<file path="src/rtl/next_pc_btb_if.sv">
// Fetch next-PC bundle: backend redirect/training and predictor inputs in,
// fetch PC and BTB prediction out.
interface next_pc_btb_if;
  logic        stall;
  logic        redirect_valid;
  logic [31:0] redirect_pc;
  logic        btb_update_valid;
  logic [31:0] btb_update_pc;
  logic [31:0] btb_update_target;
  logic        prediction;
  logic [31:0] pc;
  logic        pc_valid;
  logic        pred_taken;
  logic [31:0] pred_target;
  logic [31:0] next_pc;

  modport master (
    output stall, redirect_valid, redirect_pc,
    output btb_update_valid, btb_update_pc, btb_update_target, prediction,
    input  pc, pc_valid, pred_taken, pred_target, next_pc
  );

  modport slave (
    input  stall, redirect_valid, redirect_pc,
    input  btb_update_valid, btb_update_pc, btb_update_target, prediction,
    output pc, pc_valid, pred_taken, pred_target, next_pc
  );
endinterface

</file>
<file path="src/rtl/next_pc_btb.sv">
// Fetch PC register with a direct-mapped BTB lookup; chooses the next fetch PC
// from BTB hit/target and the direction predictor, with backend redirect.
module next_pc_btb #(
  parameter int          BTB_IDX_W = 4,
  parameter logic [31:0] RESET_PC  = 32'h1eceb000
) (
  input logic          clk,
  input logic          rst,
  next_pc_btb_if.slave bus
);
  localparam int TAG_W   = 30 - BTB_IDX_W;
  localparam int ENTRIES = 1 << BTB_IDX_W;

  // state   | meaning
  // ST_RESET| pc not yet a real fetch address (pc_valid = 0)
  // ST_RUN  | fetching (pc_valid = 1)
  typedef enum logic {ST_RESET, ST_RUN} state_e;

  state_e              state_q;
  logic                pc_valid_q;
  logic [31:0]         pc_q, pc_d;
  logic [ENTRIES-1:0]  valid_q;
  logic [TAG_W-1:0]    tag_q [ENTRIES];
  logic [29:0]         tgt_q [ENTRIES];

  logic [BTB_IDX_W-1:0] lk_idx, up_idx;
  logic [TAG_W-1:0]     lk_tag;
  logic                 hit;
  logic [31:0]          hit_target;
  logic [31:0]          next_pc;
  logic                 unused_low_bits;

  assign lk_idx     = pc_q[BTB_IDX_W+1:2];
  assign lk_tag     = pc_q[31:BTB_IDX_W+2];
  assign up_idx     = bus.btb_update_pc[BTB_IDX_W+1:2];
  assign hit        = valid_q[lk_idx] && (tag_q[lk_idx] == lk_tag);
  assign hit_target = {tgt_q[lk_idx], 2'b00};
  assign next_pc    = (hit && bus.prediction) ? hit_target : pc_q + 32'd4;

  assign unused_low_bits = ^{bus.redirect_pc[1:0], bus.btb_update_pc[1:0],
                             bus.btb_update_target[1:0]};

  always_comb begin
    pc_d = pc_q;
    if (bus.redirect_valid)
      pc_d = {bus.redirect_pc[31:2], 2'b00};
    else if (!bus.stall)
      pc_d = next_pc;
  end

  always_ff @(posedge clk) begin
    if (rst) begin
      state_q    <= ST_RESET;
      pc_valid_q <= 1'b0;
      pc_q       <= RESET_PC;
    end else begin
      pc_q <= pc_d;
      case (state_q)
        ST_RESET: if (bus.redirect_valid || !bus.stall) begin
          state_q    <= ST_RUN;
          pc_valid_q <= 1'b1;
        end
        default: begin
          state_q    <= ST_RUN;
          pc_valid_q <= 1'b1;
        end
      endcase
    end
  end

  always_ff @(posedge clk) begin
    if (rst)
      valid_q <= '0;
    else if (bus.btb_update_valid)
      valid_q[up_idx] <= 1'b1;
  end

  // Tag/target payload is meaningless until its valid bit is set, so no reset.
  always_ff @(posedge clk) begin
    if (bus.btb_update_valid) begin
      tag_q[up_idx] <= bus.btb_update_pc[31:BTB_IDX_W+2];
      tgt_q[up_idx] <= bus.btb_update_target[31:2];
    end
  end

  assign bus.pc          = pc_q;
  assign bus.pc_valid    = pc_valid_q;
  assign bus.pred_taken  = hit && bus.prediction;
  assign bus.pred_target = hit ? hit_target : 32'd0;
  assign bus.next_pc     = next_pc;
endmodule
</file>
<file path="src/flat_wrapper.sv">
// flat-port wrapper written by rule: the top's interface ports become plain ports
module next_pc_btb_flat 
#(
  parameter int          BTB_IDX_W = 4,
  parameter logic [31:0] RESET_PC  = 32'h1eceb000
)
  (clk, rst, bus_stall, bus_redirect_valid, bus_redirect_pc, bus_btb_update_valid, bus_btb_update_pc, bus_btb_update_target, bus_prediction, bus_pc, bus_pc_valid, bus_pred_taken, bus_pred_target, bus_next_pc);
  next_pc_btb_if bus_i ();
  input logic clk;
  input logic rst;
  input wire logic [$bits(bus_i.stall)-1:0] bus_stall;
  input wire logic [$bits(bus_i.redirect_valid)-1:0] bus_redirect_valid;
  input wire logic [$bits(bus_i.redirect_pc)-1:0] bus_redirect_pc;
  input wire logic [$bits(bus_i.btb_update_valid)-1:0] bus_btb_update_valid;
  input wire logic [$bits(bus_i.btb_update_pc)-1:0] bus_btb_update_pc;
  input wire logic [$bits(bus_i.btb_update_target)-1:0] bus_btb_update_target;
  input wire logic [$bits(bus_i.prediction)-1:0] bus_prediction;
  output wire logic [$bits(bus_i.pc)-1:0] bus_pc;
  output wire logic [$bits(bus_i.pc_valid)-1:0] bus_pc_valid;
  output wire logic [$bits(bus_i.pred_taken)-1:0] bus_pred_taken;
  output wire logic [$bits(bus_i.pred_target)-1:0] bus_pred_target;
  output wire logic [$bits(bus_i.next_pc)-1:0] bus_next_pc;
  assign bus_i.stall = bus_stall;
  assign bus_i.redirect_valid = bus_redirect_valid;
  assign bus_i.redirect_pc = bus_redirect_pc;
  assign bus_i.btb_update_valid = bus_btb_update_valid;
  assign bus_i.btb_update_pc = bus_btb_update_pc;
  assign bus_i.btb_update_target = bus_btb_update_target;
  assign bus_i.prediction = bus_prediction;
  assign bus_pc = bus_i.pc;
  assign bus_pc_valid = bus_i.pc_valid;
  assign bus_pred_taken = bus_i.pred_taken;
  assign bus_pred_target = bus_i.pred_target;
  assign bus_next_pc = bus_i.next_pc;
  next_pc_btb #(.BTB_IDX_W(BTB_IDX_W), .RESET_PC(RESET_PC)) u_core (.clk(clk), .rst(rst), .bus(bus_i));
endmodule
</file>
<file path="config.mk">
export PLATFORM = sky130hd
export DESIGN_NAME = next_pc_btb_flat
export DESIGN_NICKNAME = d
export VERILOG_FILES = /design/src/rtl/next_pc_btb_if.sv /design/src/rtl/next_pc_btb.sv /design/src/flat_wrapper.sv
export SDC_FILE = /design/constraint.sdc
export NUM_CORES = 1
export LEC_CHECK = 0
export BUFFER_PORTS_ARGS = -buffer_cell sky130_fd_sc_hd__buf_2
export CORE_MARGIN = 2
export CORE_UTILIZATION = 25
export DETAILED_ROUTE_END_ITERATION = 6
export GPL_TIMING_DRIVEN = 0
export PLACE_DENSITY = 0.36
export SYNTH_ARGS = -nofsm -noshare
export SYNTH_HDL_FRONTEND = slang
export SYNTH_SLANG_ARGS = --single-unit
</file>
<file path="constraint.sdc">
create_clock -name clk -period 7 [get_ports clk]
set_input_delay 0.35 -clock clk [delete_from_list [all_inputs] [get_ports clk]]
set_output_delay 0.35 -clock clk [all_outputs]
set_load 0.05 [all_outputs]
</file>
==> summary.txt <==
Total of max-cap violations = 0
Main combinational cell family by area after synthesis = multiplexers
Vias per cell = 4.73
CP Launch Type = register
GPL Wtd Cong = 0.842
First-pass GRT wire length = 192000 um
Port Buffers = 190
Min-Delay Path Class = primary input to register
Slew @ Worst Pin = 1.33 ns
Final #Nets = 2515
Clock Skews = 0.0585 ns
Post-synthesis xor/xnor area fraction = 1.07%
Worst R2R Path Depth = 12
Compound-cell area share of the yosys netlist = 2.68%
WP data required = 6.65 ns
Kind of critical path = register to output pin
CORE AREA = 152000 sq um
CTS tree = built
Die width = 395 um
# rows = 143
Capture point of the worst path = bus_pred_target[4]
FF-to-FF End = u_core.bus.pc[7]
Post-route insts no fill = 4542
Status = complete, no violations
Arrival @ worst endpoint = 6.48 ns
Share of the yosys chip area belonging to registers = 73.1%
Ports = 200
Via count = 21500
EDFF count, synth = 896
Setup violators final = 0
Syn Std Cell Area = 38300 sq um
Post-synth ARST share = 0%
Clock-pin slew on the worst setup and hold paths = 0.06 ns
Post-synthesis mux area share = 17.1%
Initial antenna violation count = 11
Worst-Skew Late Latency = 0.73 ns
Final hold violations = 0
Crit. End Element = output pin
DR WL/cell = 31.3 um
Vias in the first global route = 22300
Root Driver = clkbuf_16
Detailed Route WL = 142000 um
Multi-input gate area = 9720 sq um
Final slew viol count = 0
Yosys warning total = 0
Static leakage = 15.5 nW
# Post-CTS Setup Buffers = 0
First drt pass iteration count = 6
WHS = 0.0539 ns
Share of post-route cells with drive strength above 1 = 31.0%
Sink Count = 950
Tot GR Track Use = 18.0%
Area occupied by registers = 28000 sq um
Setup TNS = 0 ns
Residual DRC = 0
H-tree levels = 3
Power per cell area = 280 nW/um^2
Largest net degree at the start of global routing = 19
Chip height = 395 um
Syn avg cell area = 19.5 sq um
Simple-gate portion of the synthesized area = 4.12%
TritonCTS Buffers = 109
Initial core utilization = 25.2%
Mapped Cells = 1962
Final period util = 97.6%
Slew Limit Headroom = 11.1%
Layout fillers = 14900
Yosys reg bits = 950
DP Cell Count = 4263
DR iter-0 viols = 2048
Fmax = 146 MHz
Die footprint = 156000 sq um
Crit-path max FO = 10
Clk buf depth = 3
Yosys cell types = 75
RSZ-0062 raised after global routing = no
Flop-to-flop setup slack = 1.28 ns
Setup WS post-layout = 0.166 ns
GRT overflow = 0
HPWL after DPL = 101000 um
Final Critical Period = 6.83 ns
Most common flop cell mapped by yosys = edfxtp_1
Area Overhead vs Synth = 24.0%
Pre-CTS WS = 0.0561 ns
Adder-cell area share of the yosys netlist = 0.0327%
Final antenna-violating net count = 0
Peak supply drop = 0.195 mV
## cell families (layout without fill, tap and decap cells)
kind of cell	count (synthesis)	count (layout)
xor gates and xnor gates	47	47
adders and majority gates	1	1
other	1	5
AOI/OAI and AO/OA	145	145
and+or+nand+nor	314	314
DFF	950	950
muxes	366	366
buffers and inverters	138	684
## report_power, final
part / total, W / internal [W] / switching [W]
sequential: 0.00641 / 0.00634 / 0.0000673
combinational: 0.00123 / 0.000441 / 0.000790
clock: 0.00566 / 0.00328 / 0.00238
## layout by cell type, fill, tap and decap left out, types with 14 or more instances in the layout
master,netlist,layout
clkinv_1,1,25
buf_6,13,44
clkinv_2,0,23
dlygate4sd3_1,0,68
buf_4,17,19
nor3_1,22,18
buf_1,16,14
o21ai_0,25,24
mux2i_1,105,105
dfxtp_1,54,54
mux4_2,226,226
a21o_1,15,15
and2_1,32,32
nand3_1,32,32
edfxtp_1,896,896
nand2_1,71,71
mux2_2,28,28
inv_1,21,21
nor2_1,80,68
clkbuf_16,0,109
a21oi_1,21,21
xnor2_1,37,37
clkbuf_1,41,60
buf_2,24,216
buf_12,0,36
## cell usage after synthesis (all sizes together) (3+ instances only)
cell     count  area, sq um
a211o        3         26.3
o21ai       26          130
dfxtp       54         1080
nor3        22          110
a22oi       11         82.6
or3          6         42.5
o211ai       6         45.0
xnor2       37          324
a22o         8         70.1
nor4        11         83.8
o21a         9         67.6
nor2b       13         81.3
a21oi       21          105
edfxtp     896        26900
o22ai        4         25.0
nor2        80          300
inv         23         86.3
nand2       71          267
and2        32          200
clkbuf      42          159
or2          3         18.8
o311a        4         40.0
o221ai       3         26.3
nand2b       7         43.8
a31oi       13         81.3
a2bb2oi      3         26.3
xor2        10         87.6
and3        13         81.3
nand3       32          160
nor4b        3         32.5
mux2        34          383
nand4       10         62.6
buf         72          484
a21o        15          113
mux4       227         5120
mux2i      105         1050
nand3b       3         22.5
a2111oi      3         40.0
## layer usage
layer,track usage (%),wire [um]
met3,5.05,10100
met5,0,57
met2,28.5,65900
met4,4.04,2970
met1,24.5,63100
## state kept, by name (all words and copies together), names as in the netlist, named ones only
signal,cells
u_core.valid_q,16
u_core.state_q,1
u_core.bus.pc,32
u_core.tgt_q,480
u_core.bus.pc_valid,1
u_core.tag_q,416
## what timing repair did
item,4_1_cts,5_1_grt
hold buffers,68,0
gates resized for setup,6,3
hold endpoints to repair,815,0
endpoints found under the setup margin,24,1
## worst max-delay path, stage by stage, from the launching register on
cell and delay, ns:
dfxtp_1 0.39, buf_4 0.27, buf_2 0.41, clkinv_1 0.55
buf_2 0.52, mux2i_1 0.22, mux2i_1 0.67, xnor2_1 0.14
nor2_1 0.17, and3_1 0.38, nor4bb_4 0.67, clkbuf_2 0.51
and2_1 0.43, buf_2 0.34
## through the flow
stage	utilization (%)	cell area (sq um)	power (W)
finish	31.2	47500	0.0133
CTS	31.2	47500	0.0135
detailed placement	28.4	43200	0.00774
global placement	27.5	41800	0.00771
global route	31.2	47500	0.0137
floorplan	-	38300	0.00716
## layout make-up
| cell class | count | share of cell area, % |
|---|---|---|
| clock buffers | 145 | 6.26 |
| well taps | 2030 | 5.35 |
| flip-flops and latches | 950 | 58.9 |
| diodes | 3 | 0.0158 |
| multi-input cells | 875 | 20.5 |
| clock inverters | 63 | 1.24 |
| plain buffers | 114 | 1.37 |
| inverters | 24 | 0.190 |
| repair buffers | 338 | 6.20 |
## worst min-delay path by stage
stage / cells after the start / to / startpoint / slack, ns
6_report: 4 / register / bus_redirect_pc[3] / 0.05
5_1_grt: 1 / u_core.tag_q[0][17] / bus_btb_update_pc[23] / 0.03
4_1_cts: 1 / u_core.tag_q[5][17] / bus_btb_update_pc[23] / 0.008
3_5_place_dp: 2 / u_core.valid_q[3] / u_core.valid_q[3] / 0.45
3_3_place_gp: 2 / u_core.valid_q[8] / u_core.valid_q[8] / 0.45
2_1_floorplan: 2 / u_core.valid_q[12] / u_core.valid_q[12] / 0.43
(Power assumes the default switching activity.)
